### src/rtl/shift_seq_ctrl.sv
// shift_seq_ctrl: sequences shift instructions through LOAD, SHIFT and WRITE with registered controls.
module shift_seq_ctrl (
  input  logic       clock,
  input  logic       reset,
  input  logic       start,
  input  logic       is_lui,
  input  logic [5:0] funct,
  output logic [1:0] ShiftSrc,
  output logic [1:0] ShamtSrc,
  output logic [2:0] ShiftCtl,
  output logic       wr_en,
  output logic       busy,
  output logic       done,
  output logic       bad_funct,
  output logic [7:0] op_count
);
  typedef enum logic [1:0] {IDLE, LOAD, SHIFT, WRITE} state_t;
  state_t      state_q;
  logic [1:0]  src_q, amt_q, src_d, amt_d;
  logic [2:0]  ctl_q, dir_q, dir_d;
  logic        wr_q, done_q, busy_q, bad_q, legal;
  logic [7:0]  cnt_q;
  assign legal = is_lui | (funct inside {6'h00, 6'h02, 6'h03, 6'h04, 6'h06, 6'h07});
  assign dir_d = is_lui ? 3'b010 : funct[1:0] == 2'b00 ? 3'b010 : funct[1:0] == 2'b10 ? 3'b011 : 3'b100;
  assign src_d = is_lui ? 2'b10 : 2'b01;
  assign amt_d = is_lui ? 2'b10 : {1'b0, funct[2]};
  always_ff @(posedge clock) begin
    if (reset) begin
      state_q <= IDLE;
      src_q   <= '0;
      amt_q   <= '0;
      ctl_q   <= '0;
      dir_q   <= '0;
      wr_q    <= 1'b0;
      done_q  <= 1'b0;
      busy_q  <= 1'b0;
      bad_q   <= 1'b0;
      cnt_q   <= '0;
    end else begin
      bad_q <= 1'b0;
      case (state_q)
        IDLE: begin
          bad_q <= start & ~legal;
          if (start && legal) begin
            state_q <= LOAD;
            src_q   <= src_d;
            amt_q   <= amt_d;
            dir_q   <= dir_d;
            ctl_q   <= 3'b001;
            busy_q  <= 1'b1;
          end
        end
        LOAD: begin
          state_q <= SHIFT;
          ctl_q   <= dir_q;
        end
        SHIFT: begin
          state_q <= WRITE;
          ctl_q   <= 3'b000;
          wr_q    <= 1'b1;
          done_q  <= 1'b1;
        end
        default: begin
          state_q <= IDLE;
          wr_q    <= 1'b0;
          done_q  <= 1'b0;
          busy_q  <= 1'b0;
          src_q   <= '0;
          amt_q   <= '0;
          cnt_q   <= cnt_q + 8'd1;
        end
      endcase
    end
  end
  assign ShiftSrc  = src_q;
  assign ShamtSrc  = amt_q;
  assign ShiftCtl  = ctl_q;
  assign wr_en     = wr_q;
  assign done      = done_q;
  assign busy      = busy_q;
  assign bad_funct = bad_q;
  assign op_count  = cnt_q;
endmodule

### config.mk
export PLATFORM = sky130hd
export DESIGN_NAME = shift_seq_ctrl
export DESIGN_NICKNAME = d
export VERILOG_FILES = /design/src/rtl/shift_seq_ctrl.sv
export SDC_FILE = /design/constraint.sdc
export NUM_CORES = 1
export LEC_CHECK = 0
export ABC_AREA = 1
export ABC_CLOCK_PERIOD_IN_PS = 1850
export CAP_MARGIN = 20
export CORE_MARGIN = 5
export CORE_UTILIZATION = 50
export CTS_BUF_LIST = sky130_fd_sc_hd__clkbuf_16
export DETAILED_ROUTE_END_ITERATION = 8
export DONT_BUFFER_PORTS = 1
export PLACE_DENSITY_LB_ADDON = 0.12
export SYNTH_ARGS = -nofsm -noshare
export SYNTH_HDL_FRONTEND = slang
export SYNTH_SLANG_ARGS = --single-unit
### constraint.sdc
create_clock -name clock -period 1.85 [get_ports clock]
set_input_delay 0.185 -clock clock [delete_from_list [all_inputs] [get_ports clock]]
set_output_delay 0.185 -clock clock [all_outputs]
set_load 0.01 [all_outputs]
==> reports/metrics.yaml, run 1 <==
finish:
  fillers: 196
  layout-drive-gt1-share_pct: 6.47
  area_growth_pct: 9.69
  nets: 155
  instances_no_fill: 166
  layout_commonest_cell: "nand2_1"
  most-common-layout-cells: "nand2_1, dfxtp_1, nor2_1"
  antenna_cells: 0
place:
  portBuffers: 0
  placed_cells: 161
  place.gp.congestion: 0.755
  hpwl_mm: 1.49
logic_synthesis:
  synth_area_leaders: "dfxtp_1, nand2_1, nor2_1"
  syn_area_per_cell_um2: 7.30
  synth_nets: 153
  ys_types: 17
  postSynthCellCount: 138
  yosysSeqAreaShare_pct: 43.7
  synth_top_area_share_pct: 43.7
  yosys_warnings: 0
  synthesis.area_mm2: 0.00101
  ys_ff_latch: 22
  synth_area_leader_cell: "dfxtp_1"
worst_setup_path:
  crit_type: "flop to flop"
  cp_cell_sequence: "ha_1 > nand2_2 > nor2_4 > nand2_2 > nor3_4 > nand3_1 > nand2_1 > a21oi_1"
  worstPathMaxFanout: 7
  worst_ep_arrival_time_ns: 1.57
  required_ns: 1.99
  critPathLaunchType: "flop"
  cp_slowest_cell: "dfxtp_1"
  crit_top_cell: "nand2_2"
  cp_slowest_stage_delay_ns: 0.39
  cp-end-kind: "flop"
timing:
  tns_ns: 0
  rsz0062_at_grt: "no"
  slew_headroom_pct: 69.9
  finalSetupViolations: 0
  slew_violations: 0
  hold_viol_final: 0
  hold_ws_ns: 0.00919
  tightest_slew_ns: 0.451
  timing.final.crit_share_pct: 76.9
  finalCriticalPeriod_ns: 1.42
  fmax_ghz: 0.703
  clock_skew_ns: 0.00206
clock_tree:
  cts_tree: "done"
  clock-sinks: 22
  cts.path.max_buffers: 2
  cts_max_level: 1
  clkTransAtPathRegs_ns: 0.06
  clk_latency_ns: 0.25
  cts_resized: 0
  cts_buffers: 3
  cts_hold_buf: 1
  cts_setup_buffers: 0
  cts_root_buffer: "clkbuf_16"
min_path:
  hp-class: "primary input to flop"
power:
  p_per_area_mw_per_mm2: 1380
  vdd_drop_max_mv: 0.807
  leakagePower_uw: 0.000487
run_status:
  run_status: "finished, final reports clean"
grt:
  grt_max_degree: 17
  grt-ovfl-total: 0
  grt_usage_pct: 15.6
  grt_pass1_vias: 764
  grt_pass1_wl_mm: 3.32
  antenna_found_initial: 0
drt:
  dr.pass1.iters: 4
  drt_iter0_markers: 10
  wl_per_cell_um: 11.9
  drc_errors: 0
  drt-total-wl_mm: 1.98
  routed_via_density: 4.95
  ant_nets: 0
  vias: 822
die:
  row_count: 16
  io-pin-count: 29
  fp.dieW_um: 54.9
  die-area_mm2: 0.00301
  coreArea_mm2: 0.00194
  die_h_um: 54.9
  start_util_pct: 51.9
job:
  drv_cap: 0
## sequential cells by signal, summed over array words and instances, names as in the netlist
signal     count
ShamtSrc       1
ShiftCtl       3
ShiftSrc       2
dir_q          3
done           1
bad_funct      1
state_q        2
op_count       8
busy           1
## layout make-up
| type | instances | area, um2 | share of cell area (%) |
|---|---|---|---|
| Clock buffer | 3 | 75.1 | 6.80 |
| Multi-Input combinational cell | 96 | 482 | 43.6 |
| Clock inverter | 1 | 3.75 | 0.340 |
| Inverter | 16 | 60.1 | 5.44 |
| Timing Repair Buffer | 1 | 10.0 | 0.906 |
| Sequential cell | 22 | 440 | 39.9 |
| Tap cell | 27 | 33.8 | 3.06 |
## stage by stage
step	total power, uW	util, %	setup slack [ns]	area, um2
finish	1530	56.9	0.427	1100
global route	1650	56.9	0.256	1100
CTS	1540	56.9	0.427	1100
detailed placement	1090	52.3	0.438	1020
global placement	1080	52.3	0.511	1020
floorplan	1010	-	0.582	1010
## cells by family (layout without fill, tap and decap cells)
family                     after synthesis  count (layout)  synth area share (%)
DFF                                     22              22                  43.7
and+or+nand+nor                         70              70                  31.1
adders and majority gates                5               5                  6.21
AOI/OAI and AO/OA                       21              21                  10.6
buffers and inverters                   20              21                  8.45
## Yosys cell counts
library cell,number
a21oi_1,12
a31oi_1,1
buf_2,2
buf_4,2
dfxtp_1,22
ha_1,5
inv_1,16
nand2_1,27
nand2_2,4
nand3_1,10
nand4_1,1
nor2_1,22
nor2_4,1
nor3_1,4
nor3_4,1
o21ai_0,7
o21ai_1,1
## worst paths after layout
path | cells past startpoint | startpoint | to | slack (ns)
min | 1 | reset | op_count[5]$_SDFFE_PP0N_ | 0.009
max | 8 | state_q[0]$_SDFFE_PP0P_ | op_count[7]$_SDFFE_PP0N_ | 0.43
max reg2reg | 8 | state_q[0]$_SDFFE_PP0P_ | op_count[7]$_SDFFE_PP0N_ | 0.43
min reg2reg | 2 | dir_q[1]$_SDFFE_PP0P_ | dir_q[1]$_SDFFE_PP0P_ | 0.47
## critical path, delay by kind of cell, from the launching register on
kind | cells | cell delay, ns
AO/OA/AOI/OAI | 1 | 0.04
flip-flops | 1 | 0.39
AND/OR/NAND/NOR | 6 | 0.58
adder cells (fa/ha/maj) | 1 | 0.31
## routing by layer
| layer | global-route usage [%] | up-vias | routed length, um |
|---|---|---|---|
| met5 | 0 | - | 0 |
| met4 | 7.88 | 0 | 24 |
| met3 | 4.09 | 2 | 97 |
| met2 | 25.6 | 12 | 986 |
| met1 | 18.5 | 366 | 868 |
| li1 | - | 442 | - |
## power breakdown
part / switching [uW] / leakage [uW] / total [uW] / internal (uW)
combinational: 264 / 0.000270 / 411 / 147
sequential: 102 / 0.000179 / 666 / 564
clock: 160 / 0.0000385 / 448 / 288
total: 526 / 0.000487 / 1530 / 999
(Power assumes the default switching activity.)
==> inputs of run 2 (changes only) <==
--- a/config.mk
+++ b/config.mk
@@ -6,7 +6,7 @@
 export NUM_CORES = 1
 export LEC_CHECK = 0
 export ABC_AREA = 1
-export ABC_CLOCK_PERIOD_IN_PS = 1850
+export ABC_CLOCK_PERIOD_IN_PS = 1300
 export CAP_MARGIN = 20
 export CORE_MARGIN = 5
 export CORE_UTILIZATION = 50
==> constraint.sdc (replaced) <==
create_clock -name clock -period 1.3 [get_ports clock]
set_input_delay 0.13 -clock clock [delete_from_list [all_inputs] [get_ports clock]]
set_output_delay 0.13 -clock clock [all_outputs]
set_load 0.01 [all_outputs]
==> reports/metrics.yaml, run 2 (synthesis results as in run 1) <==
run_status:
  run_status: "finished, final reports clean"
finish:
  seqCellArea_um2: 450  # +2.3%
  antenna_cells: 0  # unchanged
  largest_reg_flops: 8  # unchanged
  area_growth_pct: 22.4
  nets: 164  # +5.8%
  final_util_pct: 63.5  # +6.6 points
  most-common-layout-cells: "nand2_1, nor2_1, dfxtp_1"
  layout_commonest_cell: "nand2_1"
  multi_input_area_um2: 533  # +11%
  layout-drive-gt1-share_pct: 23.1  # +17 points
  fillers: 172  # -12%
worst_setup_path:
  cp-end-kind: "flop"
  cp_slowest_stage_delay_ns: 0.37  # -0.02 ns
  worstPathMaxFanout: 5  # -2
  critPathLaunchType: "flop"
  worst_ep_arrival_time_ns: 1.42  # -0.15 ns
  rr_endpoint: "op_count[7]$_SDFFE_PP0N_"
  worst-r2r-setup-slack_ns: 0.03  # -0.39 ns
  r2r-start: "state_q[0]$_SDFFE_PP0P_"
  cp_slowest_cell: "dfxtp_4"
  ff2ff_path_depth: 8  # unchanged
  crit_path_end: "op_count[7]$_SDFFE_PP0N_"
  required_ns: 1.45  # -0.54 ns
  crit_type: "flop to flop"
  cp_cell_sequence: "ha_4 > nand2_4 > nor2_4 > nand2_2 > nor3_4 > nand3_1 > nand2_1 > a21oi_2"
  critPathLaunch: "state_q[0]$_SDFFE_PP0P_"
drt:
  routed_via_density: 5.14  # +3.9%
  drt_iter0_markers: 12  # +2
  drc_errors: 0  # unchanged
  vias: 895  # +8.9%
  drt-total-wl_mm: 2.22  # +12%
  ant_nets: 0  # unchanged
  wl_per_cell_um: 12.7  # +6.9%
  dr.pass1.iters: 4  # unchanged
grt:
  grt_pass1_vias: 839  # +9.8%
  grt-ovfl-total: 0  # unchanged
  grt_usage_pct: 16.6  # +1.0 points
  grt_pass1_wl_mm: 3.51  # +5.6%
  antenna_found_initial: 0  # unchanged
  grt_max_degree: 17  # unchanged
timing:
  hold_ws_ns: 0.0181  # +0.00896 ns
  hold_viol_final: 0  # unchanged
  clock_skew_ns: 0.000583  # -0.00147 ns
  finalCriticalPeriod_ns: 1.27  # -0.156 ns
  slew_violations: 0  # unchanged
  slew_headroom_pct: 69.1  # -0.80 points
  setup_ws_ns: 0.0337  # -0.394 ns
  fmax_ghz: 0.790  # +12%
  finalSetupViolations: 0  # unchanged
  rsz0062_at_grt: "yes"
  timing.final.crit_share_pct: 97.4  # +21 points
  tightest_slew_ns: 0.463  # +0.0121 ns
power:
  internal-power_uw: 1550  # +55%
  clkPwrFrac_pct: 27.2  # -2.2 points
  vdd_drop_max_mv: 1.26  # +55%
  p_per_area_mw_per_mm2: 1920  # +39%
  leakagePower_uw: 0.000540  # +11%
  pwr-share-seq_pct: 40.9  # -2.8 points
  p_sw_uw: 818  # +55%
  p_comb_share_pct: 31.9  # +4.9 points
  total_power_uw: 2360  # +55%
  switching_share_pct: 34.6  # +0.11 points
place:
  place.gp.congestion: 0.778  # +3.0%
  portBuffers: 0  # unchanged
  dpl_worst_slack_ns: -0.0883  # -0.527 ns
  hpwl_mm: 1.53  # +2.6%
die:
  fp.dieW_um: 54.9  # unchanged
  die_h_um: 54.9  # unchanged
  coreArea_mm2: 0.00194  # unchanged
  row_count: 16  # unchanged
  die-area_mm2: 0.00301  # unchanged
  start_util_pct: 51.9  # unchanged
  io-pin-count: 29  # unchanged
clock_tree:
  clkTransAtPathRegs_ns: 0.06  # about the same
  cts_buffers: 3  # unchanged
  cts_tree: "done"
  cts_max_level: 1  # unchanged
  clock-sinks: 22  # unchanged
  cts.path.max_buffers: 2  # unchanged
  cts_root_buffer: "clkbuf_16"
  clk_latency_ns: 0.25  # about the same
min_path:
  hp-class: "primary input to flop"
job:
  drv_cap: 0  # unchanged
==> run 2: changes by cell type in the layout (fill, tap and decap cells not counted), moves of 2 or more <==
cell,change
buf_4,+8
dfxtp_1,-4
dfxtp_2,+2
dfxtp_4,+2
ha_1,-4
ha_2,+2
ha_4,+2
inv_1,-4
inv_2,+4
nand2_1,-2
==> run 2: worst min-delay path by stage <==
stage / startpoint / endpoint / slack [ns] / cells past startpoint
after floorplan: funct[2] / ShamtSrc[0]$_SDFFE_PP0P_ / 0.23 / 2
after global placement: reset / ShiftSrc[0]$_SDFFE_PP0P_ / 0.20 / 1
after detailed placement: reset / busy$_SDFFE_PP0P_ / 0.20 / 1
after CTS: is_lui / ShiftSrc[1]$_SDFFE_PP0P_ / 0.02 / 2
after global routing: is_lui / ShiftSrc[1]$_SDFFE_PP0P_ / 0.03 / 2
final: is_lui / ShiftSrc[1]$_SDFFE_PP0P_ / 0.02 / 2
==> run 2: routing by layer <==
layer	part of all wire (%)	global-route usage, %
met5	0	0
met4	1.9	9.13
met3	5.1	4.09
met2	50	28.3
met1	43	18.7
==> run 2: area by class of cell <==
class,count,area share [%]
inverter,16,4.87
tap,27,2.74
multi-input combinational,96,43.2
clock buffer,3,6.09
timing repair buffer,10,6.50
sequential,22,36.5
==> run 2: stage by stage <==
stage	setup TNS (ns)	instances	cell area, um2
detailed placement	-0.200	167	1060
floorplan	0	138	1010
CTS	0	172	1180
finish	0	174	1230
global route	-0.101	174	1230
global placement	-0.0235	167	1060
==> run 2: critical path, delay by kind of cell (launching register included) <==
family,cells,cell delay [ns]
and+or+nand+nor,6,0.59
AOI/OAI and AO/OA,1,0.04
adders and majority gates,1,0.16
DFF,1,0.37
==> run 2: power by group through the flow <==
stage	sequential, uW	combinational [uW]	clock [uW]
after floorplan	929	510	0
after global placement	940	646	0
after detailed placement	945	651	0
after CTS	950	720	655
after global routing	989	859	686
final	967	754	643
==> run 2: repair_timing <==
action | 4_1_cts | 5_1_grt
endpoints found under the setup margin | 5 | 9
gates resized for setup | 6 | 17
buffers inserted | 0 | 2
hold endpoints to repair | 7 | 0
hold buffers | 2 | 0
